`src/rtl/cdc_reg_arbiter_if.sv`:
```
// rtl/cdc_reg_arbiter_if.sv - requester slots and cdc_reg write-side bundle for cdc_reg_arbiter
interface cdc_reg_arbiter_if #(
  parameter int N        = 4,
  parameter int WIDTH    = 128,
  parameter int ID_WIDTH = 2
) ();
  logic [N*WIDTH-1:0]  in_din;
  logic [N-1:0]        in_wr_en;
  logic [N-1:0]        in_full;
  logic [N-1:0]        in_mask;
  logic [WIDTH-1:0]    out_dout;
  logic [ID_WIDTH-1:0] out_id;
  logic                out_wr_en;
  logic                out_full;
  logic                busy;

  modport slave (
    input  in_din, in_wr_en, in_mask, out_full,
    output in_full, out_dout, out_id, out_wr_en, busy
  );

  modport master (
    output in_din, in_wr_en, in_mask, out_full,
    input  in_full, out_dout, out_id, out_wr_en, busy
  );
endinterface

```
`src/rtl/cdc_reg_arbiter.sv`:
```
// rtl/cdc_reg_arbiter.sv - round-robin arbiter sharing one cdc_reg write port among N requesters
// Single-entry slot per requester, one grant per cycle into a registered output stage.
module cdc_reg_arbiter #(
  parameter int N        = 4,
  parameter int WIDTH    = 128,
  parameter int ID_WIDTH = 2
) (
  input logic              clk,
  input logic              rst,
  cdc_reg_arbiter_if.slave bus
);
  localparam int PW = (N > 1) ? $clog2(N) : 1;

  logic [N-1:0][WIDTH-1:0] slot_q;
  logic [N-1:0]            full_q, full_d, wr_ok, cand;
  logic [WIDTH-1:0]        dout_q, dout_d;
  logic [ID_WIDTH-1:0]     id_q, id_d;
  logic                    vld_q, vld_d;
  logic [PW-1:0]           ptr_q, ptr_d, gnt_idx, scan_idx;
  logic [PW:0]             scan_sum;
  logic                    gnt_found, accept, avail;

  assign wr_ok  = bus.in_wr_en & ~full_q;
  assign cand   = full_q & bus.in_mask;
  assign accept = vld_q & ~bus.out_full;
  assign avail  = ~vld_q | accept;

  // First candidate at or after ptr, wrapping N-1 -> 0.
  always_comb begin
    gnt_found = 1'b0;
    gnt_idx   = '0;
    scan_sum  = '0;
    scan_idx  = '0;
    for (int k = 0; k < N; k++) begin
      scan_sum = {1'b0, ptr_q} + (PW+1)'(k);
      if (scan_sum >= (PW+1)'(N)) scan_sum = scan_sum - (PW+1)'(N);
      scan_idx = scan_sum[PW-1:0];
      if (!gnt_found && cand[scan_idx]) begin
        gnt_found = 1'b1;
        gnt_idx   = scan_idx;
      end
    end
  end

  always_comb begin
    full_d = full_q | wr_ok;
    dout_d = dout_q;
    id_d   = id_q;
    vld_d  = vld_q;
    ptr_d  = ptr_q;
    if (avail && gnt_found) begin
      dout_d          = slot_q[gnt_idx];
      id_d            = ID_WIDTH'(gnt_idx);
      vld_d           = 1'b1;
      full_d[gnt_idx] = 1'b0;
      ptr_d           = (gnt_idx == PW'(N-1)) ? '0 : gnt_idx + 1'b1;
    end else if (accept) begin
      vld_d = 1'b0;
    end
  end

  always_ff @(posedge clk) begin
    if (rst) begin
      full_q <= '0;
      dout_q <= '0;
      id_q   <= '0;
      vld_q  <= 1'b0;
      ptr_q  <= '0;
    end else begin
      full_q <= full_d;
      dout_q <= dout_d;
      id_q   <= id_d;
      vld_q  <= vld_d;
      ptr_q  <= ptr_d;
    end
  end

  // Slot data needs no reset; its full flag is what qualifies it.
  always_ff @(posedge clk) begin
    for (int i = 0; i < N; i++) begin
      if (wr_ok[i]) slot_q[i] <= bus.in_din[i*WIDTH +: WIDTH];
    end
  end

  assign bus.in_full   = full_q;
  assign bus.out_dout  = dout_q;
  assign bus.out_id    = id_q;
  assign bus.out_wr_en = vld_q;
  assign bus.busy      = (|full_q) | vld_q;
endmodule

```
`src/flat_wrapper.sv`:
```
// flat-port wrapper written by rule: the top's interface ports become plain ports
module cdc_reg_arbiter_flat 
#(
  parameter int N        = 4,
  parameter int WIDTH    = 128,
  parameter int ID_WIDTH = 2
)
  (clk, rst, bus_in_din, bus_in_wr_en, bus_in_mask, bus_out_full, bus_in_full, bus_out_dout, bus_out_id, bus_out_wr_en, bus_busy);
  cdc_reg_arbiter_if #(.N(N), .WIDTH(WIDTH), .ID_WIDTH(ID_WIDTH)) bus_i ();
  input logic clk;
  input logic rst;
  input wire logic [$bits(bus_i.in_din)-1:0] bus_in_din;
  input wire logic [$bits(bus_i.in_wr_en)-1:0] bus_in_wr_en;
  input wire logic [$bits(bus_i.in_mask)-1:0] bus_in_mask;
  input wire logic [$bits(bus_i.out_full)-1:0] bus_out_full;
  output wire logic [$bits(bus_i.in_full)-1:0] bus_in_full;
  output wire logic [$bits(bus_i.out_dout)-1:0] bus_out_dout;
  output wire logic [$bits(bus_i.out_id)-1:0] bus_out_id;
  output wire logic [$bits(bus_i.out_wr_en)-1:0] bus_out_wr_en;
  output wire logic [$bits(bus_i.busy)-1:0] bus_busy;
  assign bus_i.in_din = bus_in_din;
  assign bus_i.in_wr_en = bus_in_wr_en;
  assign bus_i.in_mask = bus_in_mask;
  assign bus_i.out_full = bus_out_full;
  assign bus_in_full = bus_i.in_full;
  assign bus_out_dout = bus_i.out_dout;
  assign bus_out_id = bus_i.out_id;
  assign bus_out_wr_en = bus_i.out_wr_en;
  assign bus_busy = bus_i.busy;
  cdc_reg_arbiter #(.N(N), .WIDTH(WIDTH), .ID_WIDTH(ID_WIDTH)) u_core (.clk(clk), .rst(rst), .bus(bus_i));
endmodule
```
`config.mk`:
```
export PLATFORM = sky130hd
export DESIGN_NAME = cdc_reg_arbiter_flat
export DESIGN_NICKNAME = d
export VERILOG_FILES = /design/src/rtl/cdc_reg_arbiter_if.sv /design/src/rtl/cdc_reg_arbiter.sv /design/src/flat_wrapper.sv
export SDC_FILE = /design/constraint.sdc
export NUM_CORES = 1
export LEC_CHECK = 0
export BUFFER_PORTS_ARGS = -buffer_cell sky130_fd_sc_hd__buf_4
export CAP_MARGIN = 20
export CELL_PAD_IN_SITES_DETAIL_PLACEMENT = 0
export CELL_PAD_IN_SITES_GLOBAL_PLACEMENT = 2
export CORE_UTILIZATION = 34
export CTS_BUF_LIST = sky130_fd_sc_hd__clkbuf_8
export CTS_CLUSTER_SIZE = 14
export DETAILED_ROUTE_END_ITERATION = 7
export MAX_ROUTING_LAYER = met4
export PLACE_DENSITY = 0.84
export SETUP_SLACK_MARGIN = 0.05
export SKIP_LAST_GASP = 1
export SLEW_MARGIN = 20
export SYNTH_ARGS = -nofsm -noshare
export SYNTH_HDL_FRONTEND = slang
export SYNTH_SLANG_ARGS = --single-unit
```
`constraint.sdc`:
```
create_clock -name clk -period 7.5 [get_ports clk]
set_clock_uncertainty 0.2 [all_clocks]
set_input_delay 1.5 -clock clk [delete_from_list [all_inputs] [get_ports clk]]
set_output_delay 1.5 -clock clk [all_outputs]
set_load 0.02 [all_outputs]
```
==> metrics <==
post-synth cell types=35; actual slew at the worst max-slew pin=1340 ps; Pwr per Cell Area=285 nW/um^2; Fillers=5904; Synth area leaders=edfxtp_1 67%, dfxtp_1 12%, mux2i_1 11%; clk root buf=clkbuf_8; Rows=between 90 and 100; min cycle time layout=~3700 ps; Worst R2R Setup Slack=4280 ps; DRT Wirelength=66700 um; clk_lat worst skew=700 ps; CTS tree=yes; nets=2529; Worst Path Class, Setup=in -> reg; WP data required=~7800 ps; Gate Count Post-Synth=~1.3k; hold buffers post-CTS=0; Setup WS post-layout=3800 ps; total routing usage reported by global routing=0.190; CP Cell Sequence=buf_4 -> a22oi_2 -> a22o_2 -> nor2_1 -> nand2_4 -> buf_4 -> o221ai_1; post-DP HPWL=44100 um; most used cell, CP=buf_4; CTS sink count=about 650; Fmax achieved=0.271 GHz; final setup fails=0; pin count of the biggest net entering global routing=138; Mapped Nets=1814; Die X=between 200 and 300 um; routability cong.=around 0.86; clock buffer depth=3; H-tree level count=3; leak pwr=13.4 nW; crit path max-delay cell type=buf_4; Die Height=262 um; # port buffers=about 660; element type at the critical path start=input pin; WP data arrival=approximately 4000 ps; number of setup buffers added after CTS=0; share of the synthesized area in the top cell type=0.668; share of layout cells above drive strength 1=0.398; io pins=659; RSZ-0062 raised after global routing=no; synthesized area per cell=17.9 sq um; most frequent cells in the layout=668 x buf_4, 512 x edfxtp_1, 255 x mux2i_1; DRC Markers=0; Reg clk slew, reported paths=60 ps; initial DRC count=825; synth warn=0; Final period util=0.493; initial antenna violation count=8; max cap viols=0; delay-heaviest family, CP=buffers and inverters; DR vias=~14k; drt wl/cell=22.4 um; VDD IR max=0.000177 V; Worst Path Max Fanout=60; GRT Residual Overflow=0; Seq/Total Area, Yosys=0.787; setup TNS=0 ps; Slew Viols, Final=0; ANT nets after route=0; Vias/cell=4.78; Post-Place Worst Slack=3130 ps; synthesized area=23000 sq um; TritonRoute pass-1 iters=5; Die Footprint=around 69000 sq um; post-cts sizing count=0; multi-input logic area=4590 sq um; Core Box Area=67000 sq um; Hold Violations, Final=0; most common cell after layout, fill and taps aside=buf_4; status=completed; Worst setup EP type=flop; Yosys top cell by area=edfxtp_1; Crit path largest cell delay=750 ps; Worst Hold Class=reg -> reg; CP bufs+invs=2; first-pass GRT wire length=92900 um; Layout area overhead=35.5%; vias in the first global route=roughly 15k; CTS buffer count=108; Reg area=18100 sq um; Slew HR=0.108; initial core utilization=0.343; flops & latches, synth=roughly 650
==> path summary, 6_finish.rpt <==
check	start	endpoint	cells past startpoint
worst max-delay path	bus_in_mask[1]	u_core.bus.out_dout[16]$_SDFFE_PP0P_	7
worst min-delay path	u_core.bus.out_dout[102]$_SDFFE_PP0P_	u_core.bus.out_dout[102]$_SDFFE_PP0P_	2
worst min register to register	u_core.bus.out_dout[102]$_SDFFE_PP0P_	u_core.bus.out_dout[102]$_SDFFE_PP0P_	2
worst max register to register	u_core.bus.in_full[3]$_SDFF_PP0_	u_core.bus.out_dout[16]$_SDFFE_PP0P_	6
==> worst min-delay path, delay by kind of cell (launching register included) <==
kind             cells  cell delay, ps
AND/OR/NAND/NOR      1              50
AO/OA/AOI/OAI        1              50
flip-flops           1             320
==> cell usage after synthesis (all sizes together) <==
cell,n
nor3,1
o221ai,127
nor2,10
edfxtp,512
ha,2
mux2i,255
and3b,2
inv,3
nor3b,2
a311oi,2
a22oi,3
a22o,1
dfxtp,137
a21oi,5
nand3,2
nand2b,1
and2,2
o22ai,1
buf,33
nor2b,4
clkbuf,36
nand3b,1
a21boi,1
a211oi,3
nand2,139
a31oi,2
a2111oi,2
==> cell families after synthesis <==
logic type / after synthesis / share of synthesized area
buffers and inverters: 72 / 0.0160
AOI/OAI and AO/OA: 147 / 0.0560
and+or+nand+nor: 164 / 0.0289
muxes: 255 / 0.111
DFF: 649 / 0.787
adders and majority gates: 2 / 0.00109
==> power by group <==
group	internal (mW)	leakage, nW	switching (mW)
registers	4.26	6.02	0.142
logic	0.607	6.02	0.763
clock network	1.70	1.32	1.43
==> cell type report <==
class / count / share of cell area
antenna: 9 / 0.000722
clock buffer: 125 / 0.0552
clock inverter: 80 / 0.0161
inverter: 3 / 0.000361
multi-input combinational: 568 / 0.147
sequential: 649 / 0.581
tap: 873 / 0.0350
timing repair buffer: 674 / 0.165
==> through the flow <==
step           std cells  power [mW]   util  hold WS (ps)  cell area [sq um]
2_1_floorplan       1289        5.18      -           279              23000
3_3_place_gp        2766        5.82  0.431           247              28900
3_5_place_dp        2767        5.86  0.432           250              28900
4_1_cts             2972        9.00  0.465           266              31200
5_1_grt             2980        9.25  0.465           283              31200
6_report            2981        8.90  0.465           260              31200
==> per-layer routing <==
| metal | global-route usage | share of wire | wire [um] |
|---|---|---|---|
| met1 | 0.213 | 0.38 | 25200 |
| met2 | 0.317 | 0.51 | 34100 |
| met3 | 0.0551 | 0.079 | 5260 |
| met4 | 0.0793 | 0.031 | 2050 |
| met5 | - | 0 | 0 |
==> flip-flops by register name (all words and copies together) (netlist names) <==
signal / count
u_core.bus.out_dout: 128
u_core.bus.out_wr_en: 1
u_core.bus.out_id: 2
u_core.ptr_q: 2
u_core.bus.in_full: 4
u_core.slot_q: 512
Power figures use the tool's default switching activity.
